`config.mk`:
```
export PLATFORM = sky130hd
export DESIGN_NAME = lsu_rmw_flat
export DESIGN_NICKNAME = d
export VERILOG_FILES = /design/src/rtl/lsu_pkg.sv /design/src/rtl/lsu_rmw_if.sv /design/src/rtl/lsu_align.sv /design/src/rtl/lsu_rmw.sv /design/src/flat_wrapper.sv
export SDC_FILE = /design/constraint.sdc
export NUM_CORES = 1
export LEC_CHECK = 0
export BUFFER_PORTS_ARGS = -buffer_cell sky130_fd_sc_hd__buf_2
export CORE_ASPECT_RATIO = 0.9
export CORE_UTILIZATION = 48
export CTS_CLUSTER_DIAMETER = 30
export DETAILED_ROUTE_END_ITERATION = 6
export PLACE_DENSITY = 0.86
export SYNTH_ARGS = -nofsm -noshare
export SYNTH_HDL_FRONTEND = slang
export SYNTH_SLANG_ARGS = --single-unit
export TNS_END_PERCENT = 1
```
`constraint.sdc`:
```
create_clock -name clk -period 2.9 [get_ports clk]
set_input_delay 0.29 -clock clk [delete_from_list [all_inputs] [get_ports clk]]
set_output_delay 0.29 -clock clk [all_outputs]
set_load 0.02 [all_outputs]
```
`src/rtl/lsu_pkg.sv`:
```
`default_nettype none
// +----------------------------------------------------------------------------+
// | Module  : lsu_pkg                                                          |
// | Brief   : Shared funct3 encodings, FSM states and alignment helpers.       |
// | Revision: 1.0                                                              |
// +----------------------------------------------------------------------------+
package lsu_pkg;

  localparam logic [2:0] F3_B  = 3'b000;
  localparam logic [2:0] F3_H  = 3'b001;
  localparam logic [2:0] F3_W  = 3'b010;
  localparam logic [2:0] F3_BU = 3'b100;
  localparam logic [2:0] F3_HU = 3'b101;

  typedef enum logic [1:0] {
    IDLE  = 2'd0,
    READ  = 2'd1,
    WRITE = 2'd2,
    RESP  = 2'd3
  } lsu_state_t;

  // Unassigned encodings count as misaligned so they never touch memory.
  function automatic logic is_misaligned(input logic [2:0] f3, input logic [1:0] off);
    logic mis;
    case (f3)
      F3_B, F3_BU: mis = 1'b0;
      F3_H, F3_HU: mis = off[0];
      F3_W:        mis = (off != 2'b00);
      default:     mis = 1'b1;
    endcase
    return mis;
  endfunction

  // Lane offset actually used: halfwords drop bit 0, words (and unassigned codes) use lane 0.
  function automatic logic [1:0] eff_offset(input logic [2:0] f3, input logic [1:0] off);
    logic [1:0] eff;
    case (f3[1:0])
      2'b00:   eff = off;
      2'b01:   eff = {off[1], 1'b0};
      default: eff = 2'b00;
    endcase
    return eff;
  endfunction

endpackage
`default_nettype wire

```
`src/rtl/lsu_rmw_if.sv`:
```
`default_nettype none
// +----------------------------------------------------------------------------+
// | Module  : lsu_rmw_if                                                       |
// | Brief   : Pipeline request/response and data-memory bus of the LSU.        |
// | Revision: 1.0                                                              |
// +----------------------------------------------------------------------------+
interface lsu_rmw_if #(
  parameter int ADDR_W = 32,
  parameter int DATA_W = 32
);
  logic              req_valid;
  logic              req_ready;
  logic              req_we;
  logic [2:0]        req_funct3;
  logic [ADDR_W-1:0] req_addr;
  logic [DATA_W-1:0] req_wdata;
  logic              resp_valid;
  logic [DATA_W-1:0] resp_rdata;
  logic              resp_err;
  logic              mem_we;
  logic [ADDR_W-1:0] mem_addr;
  logic [DATA_W-1:0] mem_wr_data;
  logic [DATA_W-1:0] mem_rd_data;

  modport slave (
    input  req_valid, req_we, req_funct3, req_addr, req_wdata, mem_rd_data,
    output req_ready, resp_valid, resp_rdata, resp_err, mem_we, mem_addr, mem_wr_data
  );

  modport master (
    output req_valid, req_we, req_funct3, req_addr, req_wdata, mem_rd_data,
    input  req_ready, resp_valid, resp_rdata, resp_err, mem_we, mem_addr, mem_wr_data
  );
endinterface
`default_nettype wire

```
`src/rtl/lsu_align.sv`:
```
`default_nettype none
// +----------------------------------------------------------------------------+
// | Module  : lsu_align                                                        |
// | Brief   : Combinational lane extract/extend (loads) and merge (stores).    |
// | Revision: 1.0                                                              |
// +----------------------------------------------------------------------------+
module lsu_align
  import lsu_pkg::*;
(
  input  logic [31:0] word_i,
  input  logic [31:0] wdata_i,
  input  logic [2:0]  funct3_i,
  input  logic [1:0]  off_i,
  output logic [31:0] rdata_o,
  output logic [31:0] merged_o
);

  logic [7:0]  w_byte;
  logic [15:0] w_half;
  logic        w_signed;

  assign w_byte   = word_i[{off_i, 3'b000} +: 8];
  assign w_half   = off_i[1] ? word_i[31:16] : word_i[15:0];
  assign w_signed = ~funct3_i[2];

  always_comb begin
    rdata_o  = word_i;
    merged_o = wdata_i;
    case (funct3_i[1:0])
      2'b00: begin
        rdata_o  = {{24{w_byte[7] & w_signed}}, w_byte};
        merged_o = word_i;
        merged_o[{off_i, 3'b000} +: 8] = wdata_i[7:0];
      end
      2'b01: begin
        rdata_o  = {{16{w_half[15] & w_signed}}, w_half};
        merged_o = word_i;
        if (off_i[1]) merged_o[31:16] = wdata_i[15:0];
        else          merged_o[15:0]  = wdata_i[15:0];
      end
      default: begin
        rdata_o  = word_i;
        merged_o = wdata_i;
      end
    endcase
  end

endmodule
`default_nettype wire

```
`src/rtl/lsu_rmw.sv`:
```
`default_nettype none
// +----------------------------------------------------------------------------+
// | Module  : lsu_rmw                                                          |
// | Brief   : Load/store unit; sub-word stores as read-modify-write.           |
// |           Macro LSU_MISALIGN_CHECK_EN enables misalignment errors.         |
// | Revision: 1.0                                                              |
// +----------------------------------------------------------------------------+
module lsu_rmw
  import lsu_pkg::*;
#(
  parameter int ADDR_W = 32,
  parameter int DATA_W = 32
) (
  input  logic         clk,
  input  logic         rst_n,
  lsu_rmw_if.slave     bus
);

  lsu_state_t        state_q, state_d;
  logic [2:0]        f3_q, f3_d;
  logic [ADDR_W-1:0] addr_q, addr_d;
  logic [DATA_W-1:0] wdata_q, wdata_d;
  logic [DATA_W-1:0] merge_q, merge_d;
  logic [DATA_W-1:0] rdata_q, rdata_d;
  logic              err_q, err_d;

  logic              w_idle;
  logic              w_accept;
  logic [2:0]        w_f3;
  logic [1:0]        w_off_raw;
  logic [1:0]        w_off;
  logic [DATA_W-1:0] w_wdata;
  logic [ADDR_W-1:0] w_addr_src;
  logic              w_err;
  logic [DATA_W-1:0] w_ld_data;
  logic [DATA_W-1:0] w_merged;

  // In IDLE the live request steers the aligner; afterwards the captured op does.
  assign w_idle     = (state_q == IDLE);
  assign w_accept   = w_idle & bus.req_valid;
  assign w_f3       = w_idle ? bus.req_funct3 : f3_q;
  assign w_off_raw  = w_idle ? bus.req_addr[1:0] : addr_q[1:0];
  assign w_off      = eff_offset(w_f3, w_off_raw);
  assign w_wdata    = w_idle ? bus.req_wdata : wdata_q;
  assign w_addr_src = w_accept ? bus.req_addr : addr_q;

`ifdef LSU_MISALIGN_CHECK_EN
  assign w_err = is_misaligned(w_f3, w_off_raw);
`else
  assign w_err = 1'b0;
`endif

  lsu_align u_align (
    .word_i   (bus.mem_rd_data),
    .wdata_i  (w_wdata),
    .funct3_i (w_f3),
    .off_i    (w_off),
    .rdata_o  (w_ld_data),
    .merged_o (w_merged)
  );

  assign bus.req_ready   = w_idle;
  assign bus.resp_valid  = (state_q == RESP);
  assign bus.resp_rdata  = rdata_q;
  assign bus.resp_err    = err_q;
  assign bus.mem_we      = (state_q == WRITE);
  assign bus.mem_addr    = {w_addr_src[ADDR_W-1:2], 2'b00};
  assign bus.mem_wr_data = merge_q;

  always_comb begin
    state_d = state_q;
    f3_d    = f3_q;
    addr_d  = addr_q;
    wdata_d = wdata_q;
    merge_d = merge_q;
    rdata_d = rdata_q;
    err_d   = err_q;
    case (state_q)
      IDLE: begin
        if (bus.req_valid) begin
          f3_d    = bus.req_funct3;
          addr_d  = bus.req_addr;
          wdata_d = bus.req_wdata;
          err_d   = w_err;
          rdata_d = (!bus.req_we && !w_err) ? w_ld_data : '0;
          if (w_err || !bus.req_we) begin
            state_d = RESP;
          end else if (w_f3[1]) begin
            merge_d = w_merged;
            state_d = WRITE;
          end else begin
            state_d = READ;
          end
        end
      end
      READ: begin
        merge_d = w_merged;
        state_d = WRITE;
      end
      WRITE:   state_d = RESP;
      RESP:    state_d = IDLE;
      default: state_d = IDLE;
    endcase
  end

  always_ff @(posedge clk or negedge rst_n) begin
    if (!rst_n) begin
      state_q <= IDLE;
      f3_q    <= '0;
      addr_q  <= '0;
      wdata_q <= '0;
      merge_q <= '0;
      rdata_q <= '0;
      err_q   <= 1'b0;
    end else begin
      state_q <= state_d;
      f3_q    <= f3_d;
      addr_q  <= addr_d;
      wdata_q <= wdata_d;
      merge_q <= merge_d;
      rdata_q <= rdata_d;
      err_q   <= err_d;
    end
  end

endmodule
`default_nettype wire

```
`src/flat_wrapper.sv`:
```
// flat-port wrapper written by rule: the top's interface ports become plain ports
module lsu_rmw_flat import lsu_pkg::*;
#(
  parameter int ADDR_W = 32,
  parameter int DATA_W = 32
)
  (clk, rst_n, bus_req_valid, bus_req_we, bus_req_funct3, bus_req_addr, bus_req_wdata, bus_mem_rd_data, bus_req_ready, bus_resp_valid, bus_resp_rdata, bus_resp_err, bus_mem_we, bus_mem_addr, bus_mem_wr_data);
  lsu_rmw_if #(.ADDR_W(ADDR_W), .DATA_W(DATA_W)) bus_i ();
  input  logic clk;
  input  logic rst_n;
  input wire logic [$bits(bus_i.req_valid)-1:0] bus_req_valid;
  input wire logic [$bits(bus_i.req_we)-1:0] bus_req_we;
  input wire logic [$bits(bus_i.req_funct3)-1:0] bus_req_funct3;
  input wire logic [$bits(bus_i.req_addr)-1:0] bus_req_addr;
  input wire logic [$bits(bus_i.req_wdata)-1:0] bus_req_wdata;
  input wire logic [$bits(bus_i.mem_rd_data)-1:0] bus_mem_rd_data;
  output wire logic [$bits(bus_i.req_ready)-1:0] bus_req_ready;
  output wire logic [$bits(bus_i.resp_valid)-1:0] bus_resp_valid;
  output wire logic [$bits(bus_i.resp_rdata)-1:0] bus_resp_rdata;
  output wire logic [$bits(bus_i.resp_err)-1:0] bus_resp_err;
  output wire logic [$bits(bus_i.mem_we)-1:0] bus_mem_we;
  output wire logic [$bits(bus_i.mem_addr)-1:0] bus_mem_addr;
  output wire logic [$bits(bus_i.mem_wr_data)-1:0] bus_mem_wr_data;
  assign bus_i.req_valid = bus_req_valid;
  assign bus_i.req_we = bus_req_we;
  assign bus_i.req_funct3 = bus_req_funct3;
  assign bus_i.req_addr = bus_req_addr;
  assign bus_i.req_wdata = bus_req_wdata;
  assign bus_i.mem_rd_data = bus_mem_rd_data;
  assign bus_req_ready = bus_i.req_ready;
  assign bus_resp_valid = bus_i.resp_valid;
  assign bus_resp_rdata = bus_i.resp_rdata;
  assign bus_resp_err = bus_i.resp_err;
  assign bus_mem_we = bus_i.mem_we;
  assign bus_mem_addr = bus_i.mem_addr;
  assign bus_mem_wr_data = bus_i.mem_wr_data;
  lsu_rmw #(.ADDR_W(ADDR_W), .DATA_W(DATA_W)) u_core (.clk(clk), .rst_n(rst_n), .bus(bus_i));
endmodule
```
==> run_results.csv <==
group,metric,value,unit
place,dp_hpwl,15.8,mm
timing,worstMarginPinSlew,1.39,ns
yosys,yosys-top-cells-area,"dfrtp_1, mux2_2, nand2_1",
route,viasPerCell,5.94,
critical_path,end_kind,"flop",
grt,busiest_layer,"met2",
timing,setup_viol,0,
clock_tree,cts_tree,"built",
grt,overflow,0,
min_path,hold_class,"in -> reg",
die,die_y,117,microns
final_layout,fin_nets,984,
route,wire_per_inst,19.9,microns
route,drtIter0Drc,740,
yosys,yosysMostFrequentCell,"dfrtp_1",
critical_path,arrival,3.14,ns
power,peakVddDrop,0.738,mV
die,fp-row-count,41,
critical_path,r2r-start,"u_core.state_q[0]$_DFFE_PN0N_",
clock_tree,clk_path_buf_depth,2,
final_layout,fill_cells,1179,
final_layout,areaGrowthSynthToFinish,26.9,%
yosys,yosys-top-cells-count,"dfrtp_1, mux2_2, nand2_1",
critical_path,max_stage_delay,1.06,ns
critical_path,ff2ff_path_depth,7,
yosys,yosys_warnings,0,
job,maxCapViolCount,0,
final_layout,num_antenna_cells,0,
run_status,outcome,"completed",
timing,slew_headroom,7.01,%
timing,period_needed,2.79,ns
clock_tree,clkTransAtPathRegs,0.06,ns
min_path,min_from,"bus_req_addr[12]",
timing,final_hold_viol_count,0,
final_layout,drive_gt1_share,43.4,%
clock_tree,cts.sink_count,133,
route,first_pass_iters,7,
min_path,min_to,"u_core.addr_q[12]$_DFFE_PN0P_",
grt,met1_usage,40.2,%
grt,grt_use_met3,7.53,%
yosys,synth_cells,674,
die,dieWidth,130,microns
power,p_leak,4.21,nW
yosys,yosysUniqueCellTypes,54,
yosys,synth_edf_count,0,
die,ios,203,
yosys,synth_top_cell_by_area,"dfrtp_1",
route,vias,6398,
min_path,hold_path_depth,2,
clock_tree,insertion_delay,0.42,ns
yosys,synth-main-ff-cell,"dfrtp_1",
critical_path,worstReg2RegEnd,"u_core.bus.mem_wr_data[22]$_DFFE_PN0P_",
critical_path,worstPathRequired,3.24,ns
yosys,syn_avg_cell_area,10.5,sq um
route,routed_wirelength,21.5,mm
place,gp_congestion,1.02,
critical_path,r2r_slack,0.11,ns
clock_tree,cts_buffers,17,
clock_tree,cts_root_buffer,"clkbuf_16",
yosys,synthArstFlopShare,100,%
critical_path,worstPathMaxFanout,16,
clock_tree,htreeDepth,4,
grt,grt_pass1_vias,6067,
grt,use_met2,42.6,%
timing,whs,0.112,ns
yosys,yosysSeqAreaShare,46.9,%
final_layout,seq_area,3330,sq um
critical_path,crit_chain,"inv_1 > ha_4 > buf_4 > nand2b_1 > o22ai_1 > a222oi_1 > a21oi_1",
final_layout,multi_input_area,3470,sq um
power,power_density,1340,nW/um^2
yosys,synth-seq-cells,133,
die,initial_utilization,49.9,%
timing,slew_viol_final,0,
timing,fin_skew,0.00799,ns
yosys,synth_top_area_share,46.9,%
timing,fin_crit_sh,96.3,%
final_layout,final_area,9000,sq um
place,io_buffer_count,199,
route,ant_nets,0,
grt,grt_pass1_wl,32.9,mm
route,drc,0,
place,place_area,8310,sq um
die,die-area,15300,sq um
grt,track_usage,28.7,%
grt,antenna_found_initial,0,
critical_path,start_kind,"flop",
critical_path,slowest_stage,"o22ai_1",
timing,rsz0062_at_grt,"false",
grt,grt_max_degree,63,
timing,fmax,358,MHz
critical_path,critPathKind,"reg -> reg",
die,coreArea,14200,sq um
yosys,syn_area,7090,sq um
-- cell usage in the layout, fill, tap and decap left out, types with 3 or more instances in the layout --
cell type / synthesis / final
mux2i_1: 11 / 10
buf_2: 11 / 198
buf_4: 6 / 19
ha_1: 9 / 8
mux2i_2: 2 / 3
bufinv_16: 0 / 3
buf_12: 1 / 5
o22ai_1: 24 / 24
mux2_2: 101 / 101
a21oi_1: 41 / 41
o211ai_1: 7 / 7
o21ai_0: 40 / 40
clkinv_4: 0 / 3
nand2b_1: 3 / 3
conb_1: 1 / 3
nand3_1: 4 / 3
clkbuf_16: 0 / 17
a32oi_1: 7 / 7
o21ai_1: 7 / 7
a22oi_1: 7 / 7
o21ai_2: 12 / 11
nand2_1: 73 / 71
inv_1: 26 / 26
nor2_1: 53 / 53
a22o_1: 8 / 8
dfrtp_1: 133 / 133
a222oi_1: 24 / 24
inv_6: 0 / 4
-- kinds of logic (layout without fill, tap and decap cells) --
kind of cell	Yosys count	in the layout	synth area share, %
AOI/OAI and AO/OA	196	196	19.6
adders and majority gates	9	9	1.59
buffers and inverters	74	282	5.08
DFF	133	133	46.9
muxes	115	115	18.3
other	1	3	0.0529
and+or+nand+nor	146	146	8.52
-- timing repair --
action | CTS | global route
setup buffers | 0 | 3
cloned | 0 | 0
pin swaps | 0 | 2
hold buffers | 1 | 0
gates resized for setup | 1 | 5
endpoints found under the setup margin | 24 | 65
endpoints found under the hold margin | 52 | 0
-- state kept, by name, indices dropped and copies added (netlist names) --
signal / flops
u_core.bus.resp_rdata: 32
u_core.wdata_q: 32
u_core.f3_q: 3
u_core.state_q: 2
u_core.bus.mem_wr_data: 32
u_core.addr_q: 32
-- worst max-delay path by stage --
stage | slack [ns] | from | end | cells after the start
finish | 0.11 | u_core.state_q[0]$_DFFE_PN0N_ | u_core.bus.mem_wr_data[22]$_DFFE_PN0P_ | 7
global route | 0.006 | u_core.state_q[0]$_DFFE_PN0N_ | u_core.bus.mem_wr_data[20]$_DFFE_PN0P_ | 7
CTS | 0.06 | u_core.state_q[0]$_DFFE_PN0N_ | bus_mem_addr[29] | 7
detailed placement | 0.08 | u_core.state_q[0]$_DFFE_PN0N_ | u_core.bus.resp_rdata[31]$_DFFE_PN0P_ | 8
global placement | 0.22 | u_core.state_q[0]$_DFFE_PN0N_ | u_core.bus.mem_wr_data[22]$_DFFE_PN0P_ | 11
floorplan | -0.02 | u_core.state_q[0]$_DFFE_PN0N_ | u_core.bus.mem_wr_data[10]$_DFFE_PN0P_ | 14
-- metal layers --
| metal | wire (microns) | share of wire [%] | vias to the layer above |
|---|---|---|---|
| li1 | - | - | 2869 |
| met1 | 8930 | 42 | 3104 |
| met2 | 9700 | 45 | 380 |
| met3 | 2160 | 10 | 45 |
| met4 | 662 | 3.1 | 0 |
| met5 | 0 | 0 | - |
-- report_power, final --
group	leakage, nW	internal, mW	switching (mW)	total [mW]
clock	0.290	1.36	0.840	2.20
sequential	1.59	2.76	0.482	3.24
combinational	2.32	2.64	4.03	6.67
-- per-stage QoR --
| stage | std cells | setup TNS, ns | util (%) | setup WS [ns] | total power [mW] |
|---|---|---|---|---|---|
| 4_1_cts | 1074 | 0 | 62.8 | 0.0591 | 12.0 |
| 6_report | 1077 | 0 | 63.4 | 0.107 | 12.1 |
| 3_5_place_dp | 1042 | 0 | 58.5 | 0.0752 | 9.72 |
| 3_3_place_gp | 1042 | 0 | 58.5 | 0.222 | 9.55 |
| 2_1_floorplan | 676 | -0.427 | - | -0.0245 | 7.79 |
| 5_1_grt | 1077 | 0 | 63.4 | 0.00562 | 12.8 |
-- worst max-delay path, delay by kind of cell, from the launching register on --
| kind | cells | cell delay [ns] |
|---|---|---|
| adder cells (fa/ha/maj) | 1 | 0.22 |
| AO/OA/AOI/OAI | 3 | 1.63 |
| buffers and inverters | 2 | 0.29 |
| AND/OR/NAND/NOR | 1 | 0.16 |
| flip-flops | 1 | 0.40 |
-- layout make-up --
class                           count  area share, %
Clock buffer                       17           4.72
Clock inverter                     14           1.96
Inverter                           26           1.08
Multi-Input combinational cell    469           38.5
Sequential cell                   133           37.0
Tap cell                          193           2.68
Timing Repair Buffer              225           14.1
Power figures use the tool's default switching activity.
